===== src/rtl/frame_streamer_pkg.sv =====
// Shared command and state encodings for the SDRAM-to-pixel-FIFO frame streamer.
package frame_streamer_pkg;

  typedef enum logic [1:0] {
    CMD_IDLE  = 2'd0,
    CMD_READ  = 2'd1,
    CMD_WRITE = 2'd2
  } cmd_e;

  typedef enum logic [1:0] {
    S_INIT_GAP = 2'd0,
    S_INIT_WR  = 2'd1,
    S_IDLE     = 2'd2,
    S_READ     = 2'd3
  } state_e;

  // Command presented to the SDRAM controller while in a given state.
  function automatic cmd_e cmd_of(input state_e s);
    case (s)
      S_INIT_WR: return CMD_WRITE;
      S_READ:    return CMD_READ;
      default:   return CMD_IDLE;
    endcase
  endfunction

endpackage


===== src/rtl/frame_streamer_addr_gen.sv =====
// Frame offset counter with wrap, run-time base latch, word address adder and frame-start flag.
module frame_addr_gen #(
  parameter int ADDR_W      = 22,
  parameter int FRAME_WORDS = 96000,
  parameter int OFF_W       = 17
) (
  input  logic              clk,
  input  logic              rst_n,
  input  logic              advance,
  input  logic              latch_base,
  input  logic              mark_start,
  input  logic [ADDR_W-1:0] frame_base,
  output logic [OFF_W-1:0]  offset,
  output logic [ADDR_W-1:0] address,
  output logic              frame_start
);

  localparam logic [OFF_W-1:0] LAST = OFF_W'(FRAME_WORDS - 1);

  logic [ADDR_W-1:0] base_q;

  // NOTE: sequential state uses non-blocking assignments so every flop samples pre-edge values.
  always_ff @(posedge clk) begin
    if (!rst_n) begin
      offset      <= '0;
      base_q      <= '0;
      frame_start <= 1'b0;
    end else begin
      frame_start <= mark_start;
      if (latch_base) base_q <= frame_base;
      if (advance)    offset <= (offset == LAST) ? '0 : offset + OFF_W'(1);
    end
  end

  // Address wraps modulo 2^ADDR_W.
  assign address = base_q + ADDR_W'(offset);

endmodule


===== src/rtl/frame_streamer.sv =====
// Frame streamer top: bursts SDRAM words into the pixel FIFO with hysteresis and double buffering.
// Optional init fill pattern enabled by defining FRAME_STREAMER_INIT_PATTERN_EN.
module frame_streamer
  import frame_streamer_pkg::*;
#(
  parameter int ADDR_W      = 22,
  parameter int DATA_W      = 32,
  parameter int USED_W      = 10,
  parameter int FIFO_DEPTH  = 1024,
  parameter int BURST_LEN   = 8,
  parameter int FRAME_WORDS = 96000,
  parameter int LOW_WATER   = 256
) (
  input  logic              i_Clk,
  input  logic              i_Rst_n,
  input  logic              i_Enable,
  input  logic [ADDR_W-1:0] i_Frame_Base,
  input  logic              i_Data_Read_Valid,
  input  logic              i_Data_Write_Done,
  input  logic [USED_W-1:0] i_Pixel_In_Used,
  output logic [1:0]        o_Command,
  output logic [ADDR_W-1:0] o_Data_Address,
  output logic [DATA_W-1:0] o_Data_Write,
  output logic              o_FIFO_Wr,
  output logic              o_First_Data_Ready,
  output logic              o_Frame_Start,
  output logic              o_Init_Done
);

  localparam int OFF_W = (FRAME_WORDS > 1) ? $clog2(FRAME_WORDS) : 1;
  localparam int CNT_W = (BURST_LEN > 1) ? $clog2(BURST_LEN) : 1;
  localparam logic [31:0] LOW_TH  = 32'(LOW_WATER);
  localparam logic [31:0] HIGH_TH = 32'(FIFO_DEPTH - BURST_LEN);
  localparam logic [CNT_W-1:0] CNT_START = CNT_W'(BURST_LEN - 1);

  generate
    if (FRAME_WORDS % BURST_LEN != 0) begin : g_bad_burst
      $error("FRAME_WORDS must be a multiple of BURST_LEN");
    end
  endgenerate

`ifdef FRAME_STREAMER_INIT_PATTERN_EN
  localparam state_e RESET_STATE   = S_INIT_GAP;
  localparam logic   INIT_DONE_RST = 1'b0;
`else
  localparam state_e RESET_STATE   = S_IDLE;
  localparam logic   INIT_DONE_RST = 1'b1;
`endif

  state_e            state, state_next;
  cmd_e              cmd_q;
  logic [CNT_W-1:0]  count, count_next;
  logic              filling;
  logic              advance, latch_req, read_start, first_set, init_set;
  logic [OFF_W-1:0]  offset;
  logic              offset_zero;
  logic [31:0]       used_v;
  logic              start_ok, room;

  assign offset_zero = (offset == '0);
  assign used_v      = 32'(i_Pixel_In_Used);
  assign room        = (used_v < HIGH_TH);
  assign start_ok    = i_Enable && o_Init_Done && ((used_v <= LOW_TH) || filling) && room;

`ifdef FRAME_STREAMER_INIT_PATTERN_EN
  logic offset_last;
  assign offset_last  = (offset == OFF_W'(FRAME_WORDS - 1));
  assign o_Data_Write = {(DATA_W/8){8'(offset)}};
`else
  assign o_Data_Write = '0;
`endif

  // NOTE: every always_comb output gets a default first, so no path can infer a latch.
  always_comb begin
    state_next = state;
    count_next = count;
    advance    = 1'b0;
    latch_req  = 1'b0;
    read_start = 1'b0;
    first_set  = 1'b0;
    init_set   = 1'b0;
    case (state)
`ifdef FRAME_STREAMER_INIT_PATTERN_EN
      S_INIT_GAP: begin
        latch_req  = 1'b1;
        count_next = CNT_START;
        state_next = S_INIT_WR;
      end
      S_INIT_WR: begin
        if (i_Data_Write_Done) begin
          advance = 1'b1;
          if (count == '0) begin
            if (offset_last) begin
              init_set   = 1'b1;
              state_next = S_IDLE;
            end else begin
              state_next = S_INIT_GAP;
            end
          end else begin
            count_next = count - CNT_W'(1);
          end
        end
      end
`endif
      S_IDLE: begin
        if (start_ok) begin
          read_start = 1'b1;
          latch_req  = 1'b1;
          count_next = CNT_START;
          state_next = S_READ;
        end
      end
      S_READ: begin
        // A started burst always runs to completion; enable and thresholds are only sampled in S_IDLE.
        if (i_Data_Read_Valid) begin
          advance = 1'b1;
          if (count == '0) begin
            first_set  = 1'b1;
            state_next = S_IDLE;
          end else begin
            count_next = count - CNT_W'(1);
          end
        end
      end
      default: state_next = S_IDLE;
    endcase
  end

  always_ff @(posedge i_Clk) begin
    if (!i_Rst_n) begin
      state              <= RESET_STATE;
      cmd_q              <= CMD_IDLE;
      count              <= '0;
      filling            <= 1'b0;
      o_First_Data_Ready <= 1'b0;
      o_Init_Done        <= INIT_DONE_RST;
    end else begin
      state <= state_next;
      cmd_q <= cmd_of(state_next);
      count <= count_next;
      if (read_start) filling <= 1'b1;
      else if (!room) filling <= 1'b0;
      if (first_set) o_First_Data_Ready <= 1'b1;
      if (init_set)  o_Init_Done        <= 1'b1;
    end
  end

  assign o_Command = cmd_q;
  assign o_FIFO_Wr = (cmd_q == CMD_READ) && i_Data_Read_Valid;

  frame_addr_gen #(
    .ADDR_W      (ADDR_W),
    .FRAME_WORDS (FRAME_WORDS),
    .OFF_W       (OFF_W)
  ) u_addr_gen (
    .clk         (i_Clk),
    .rst_n       (i_Rst_n),
    .advance     (advance),
    .latch_base  (latch_req && offset_zero),
    .mark_start  (read_start && offset_zero),
    .frame_base  (i_Frame_Base),
    .offset      (offset),
    .address     (o_Data_Address),
    .frame_start (o_Frame_Start)
  );

endmodule


===== config.mk =====
export PLATFORM = sky130hd
export DESIGN_NAME = frame_streamer
export DESIGN_NICKNAME = d
export VERILOG_FILES = /design/src/rtl/frame_streamer_pkg.sv /design/src/rtl/frame_streamer_addr_gen.sv /design/src/rtl/frame_streamer.sv
export SDC_FILE = /design/constraint.sdc
export NUM_CORES = 1
export LEC_CHECK = 0
export CORE_MARGIN = 2
export CORE_UTILIZATION = 30
export DETAILED_ROUTE_END_ITERATION = 6
export PLACE_DENSITY = 0.66
export SLEW_MARGIN = 15
export SYNTH_ARGS = -nofsm -noshare
export SYNTH_HDL_FRONTEND = slang
export SYNTH_SLANG_ARGS = --single-unit

===== constraint.sdc =====
create_clock -name i_Clk -period 4 [get_ports i_Clk]
set_input_delay 0.8 -clock i_Clk [delete_from_list [all_inputs] [get_ports i_Clk]]
set_output_delay 0.8 -clock i_Clk [all_outputs]
set_load 0.1 [all_outputs]

==> impl_metrics.yaml <==
global_routing:
  grt_overflow: 0
  grt_pass1_wl_um: 13200
  grt_max_degree: 46
  grt_pass1_vias: 2865
  antenna_found_initial: 0
  grt_usage_pct: 12.7
  grtUsageMet1_pct: 16.6
  grt.busiest_layer: "met2"
  grt.met3_usage_pct: 2.91
  globalRouteMet2Util_pct: 21.3
flow_run:
  drv_cap: 0
finish:
  fin_nets: 535
  layout-drive-gt1-share_pct: 11.3
  area_delta_synth_final_pct: 24.8
  final_cell_mix: "57 x nand2_1, 43 x dfxtp_1, 40 x clkdlybuf4s50_1"
  antenna_cells: 0
  final_common_cell: "nand2_1"
synth:
  synth_cells: 418
  synth.distinct_cells: 56
  async_flop_share_pct: 0
  synth_edf_count: 0
  yosysSeqAreaShare_pct: 28.9
  avgSynthCellArea_sq_um: 8.13
  yosysTopAreaCell: "dfxtp_1"
  synth_seq_cells: 49
  synth_top_area_share_pct: 28.9
  yosysWarnings: 0
  synth_area_leaders: "dfxtp_1 29%, ha_1 7.7%, buf_4 7.5%, mux2i_1 7.1%, nand2_1 6.3%"
  synthFlopType: "dfxtp_1"
  synth_area_sq_mm: 0.00340
floorplan:
  die_w_um: 110
  rows: 38
  fp.dieH_um: 110
  coreArea_sq_mm: 0.0109
  ios: 97
  initial_core_util_pct: 31.1
  die_area_sq_mm: 0.0122
sta:
  layout_setup_ws_ns: 0.265
  rsz0062_at_grt: "no"
  worst_slew_pin_slew_ns: 0.974
  fin_skew_ns: 0.00672
  max-slew-margin-rel_pct: 34.8
  final.period_utilization_pct: 93.4
  setup_viol: 0
  period_minus_slack_ns: 3.74
  clock.fmax_ghz: 0.268
  finalMaxSlewViolations: 0
  finalSetupTns_ns: 0
  hold_viol: 0
setup_path:
  endpoint_kind: "output pin"
  cp_max_fo: 5
  cp.required_ns: 3.20
  critPathLaunchType: "flip-flop"
  criticalPathCategory: "reg -> out"
  cp.arrival_ns: 2.94
detailed_routing:
  drc: 0
  drt_first_iter_violations: 96
  avgViaCountPerCell: 4.82
  dr.pass1.iters: 4
  ant_nets: 0
  wirelength_um: 7870
  wl_per_cell_um: 12.8
  vias: 2977
power_and_ir_drop:
  internal_power_mw: 0.806
  seqPwrFrac_pct: 40.2
  p_sw_share_pct: 35.9
  power_frac_comb_pct: 24.9
  power_leakage_nw: 1.73
  clkPwrFrac_pct: 34.9
  p_per_area_mw_per_mm2: 296
  switching_power_mw: 0.452
  power_mw: 1.26
  ir_drop_mv: 0.182
clock_tree:
  cts_tree: "built"
  h-tree-depth: 2
  numCtsBuffers: 5
  cts_resized: 0
  cts_root_buf: "clkbuf_16"
  clk_pin_slew_ns: 0.07
  clockBufferDepth: 2
  postCtsSetupBuffers: 0
  hold_buffers: 0
  cts.sinks: 49
  worstSkewPairLatency_ns: 0.29
min_path:
  holdCritPathClass: "reg -> reg"
outcome:
  status: "finished clean"
place:
  place_congestion: 0.873
  pre_cts_ws_ns: 0.667
  post-dp-hpwl_um: 6010
  port_buffers: 62
==> final cells by class <==
class	count	area, sq um
flip-flops and latches	49	988
inverters	13	48.8
repair buffers	65	613
clock inverters	3	33.8
well taps	140	175
clock buffers	5	125
multi-input cells	342	2260
fillers	1119	6690
==> Yosys cell counts (all sizes together) (3+ instances only) <==
cell / number
nand2: 58
dfxtp: 49
buf: 38
nor2: 32
a21oi: 24
mux2i: 24
ha: 21
o21ai: 20
xnor2: 17
xor2: 14
inv: 12
nand3: 11
nand4: 10
a21o: 9
clkbuf: 9
and3: 7
and2: 5
nor3: 5
o211ai: 5
a211oi: 4
nor4: 4
or2: 3
or3: 3
or4: 3
==> power groups by stage <==
stage               Sequential (mW)  Clock, mW  Combinational, mW
floorplan                     0.524          0              0.268
global placement              0.517          0              0.311
detailed placement            0.518          0              0.313
CTS                           0.506      0.456              0.314
global route                  0.507      0.475              0.326
finish                        0.506      0.438              0.313
==> stage by stage <==
step	utilization (%)	instance area (sq um)	hold slack [ns]	cells
floorplan	-	3620	0.438	451
global placement	37.3	4080	0.453	609
detailed placement	37.3	4080	0.457	609
CTS	38.8	4240	0.471	617
global route	38.8	4240	0.487	617
finish	38.8	4240	0.468	617
==> per-layer routing <==
metal,vias to the layer above,wire (um)
met5,-,0
met3,8,487
met2,89,3570
met1,1363,3730
li1,1517,-
met4,0,81
==> kinds of logic after synthesis <==
family | Yosys count | synth area share [%]
compound gates | 80 | 14.9
xor+xnor | 31 | 7.99
fa+ha+maj | 22 | 8.32
buf+inv | 60 | 10.9
flops | 49 | 28.9
mux | 24 | 7.07
other cells | 2 | 0.221
simple gates | 150 | 21.8
==> worst max-delay path, stage by stage, from the launching register on <==
cell       delay (ns)
dfxtp_1          0.43
ha_1             0.32
o21ai_0          0.51
a21oi_1          0.19
a31oi_1          0.48
a2bb2oi_1        0.26
xnor2_1          0.14
buf_4            0.31
==> flip-flops by register name (all words and copies together) (netlist names) <==
signal,cells
o_Command,2
state,2
u_addr_gen.frame_start,1
o_First_Data_Ready,1
u_addr_gen.offset,17
u_addr_gen.base_q,22
filling,1
count,3
==> worst paths after layout <==
path	startpoint	endpoint	slack [ns]	cells past startpoint
setup / recovery	u_addr_gen.offset[5]	o_Data_Address[21]	0.26	7
setup reg to reg	u_addr_gen.offset[2]	u_addr_gen.base_q[19]	1.75	6
hold reg to reg	u_addr_gen.base_q[4]	u_addr_gen.base_q[4]	0.47	2
hold / removal	u_addr_gen.base_q[4]	u_addr_gen.base_q[4]	0.47	2
(Power assumes the default switching activity.)
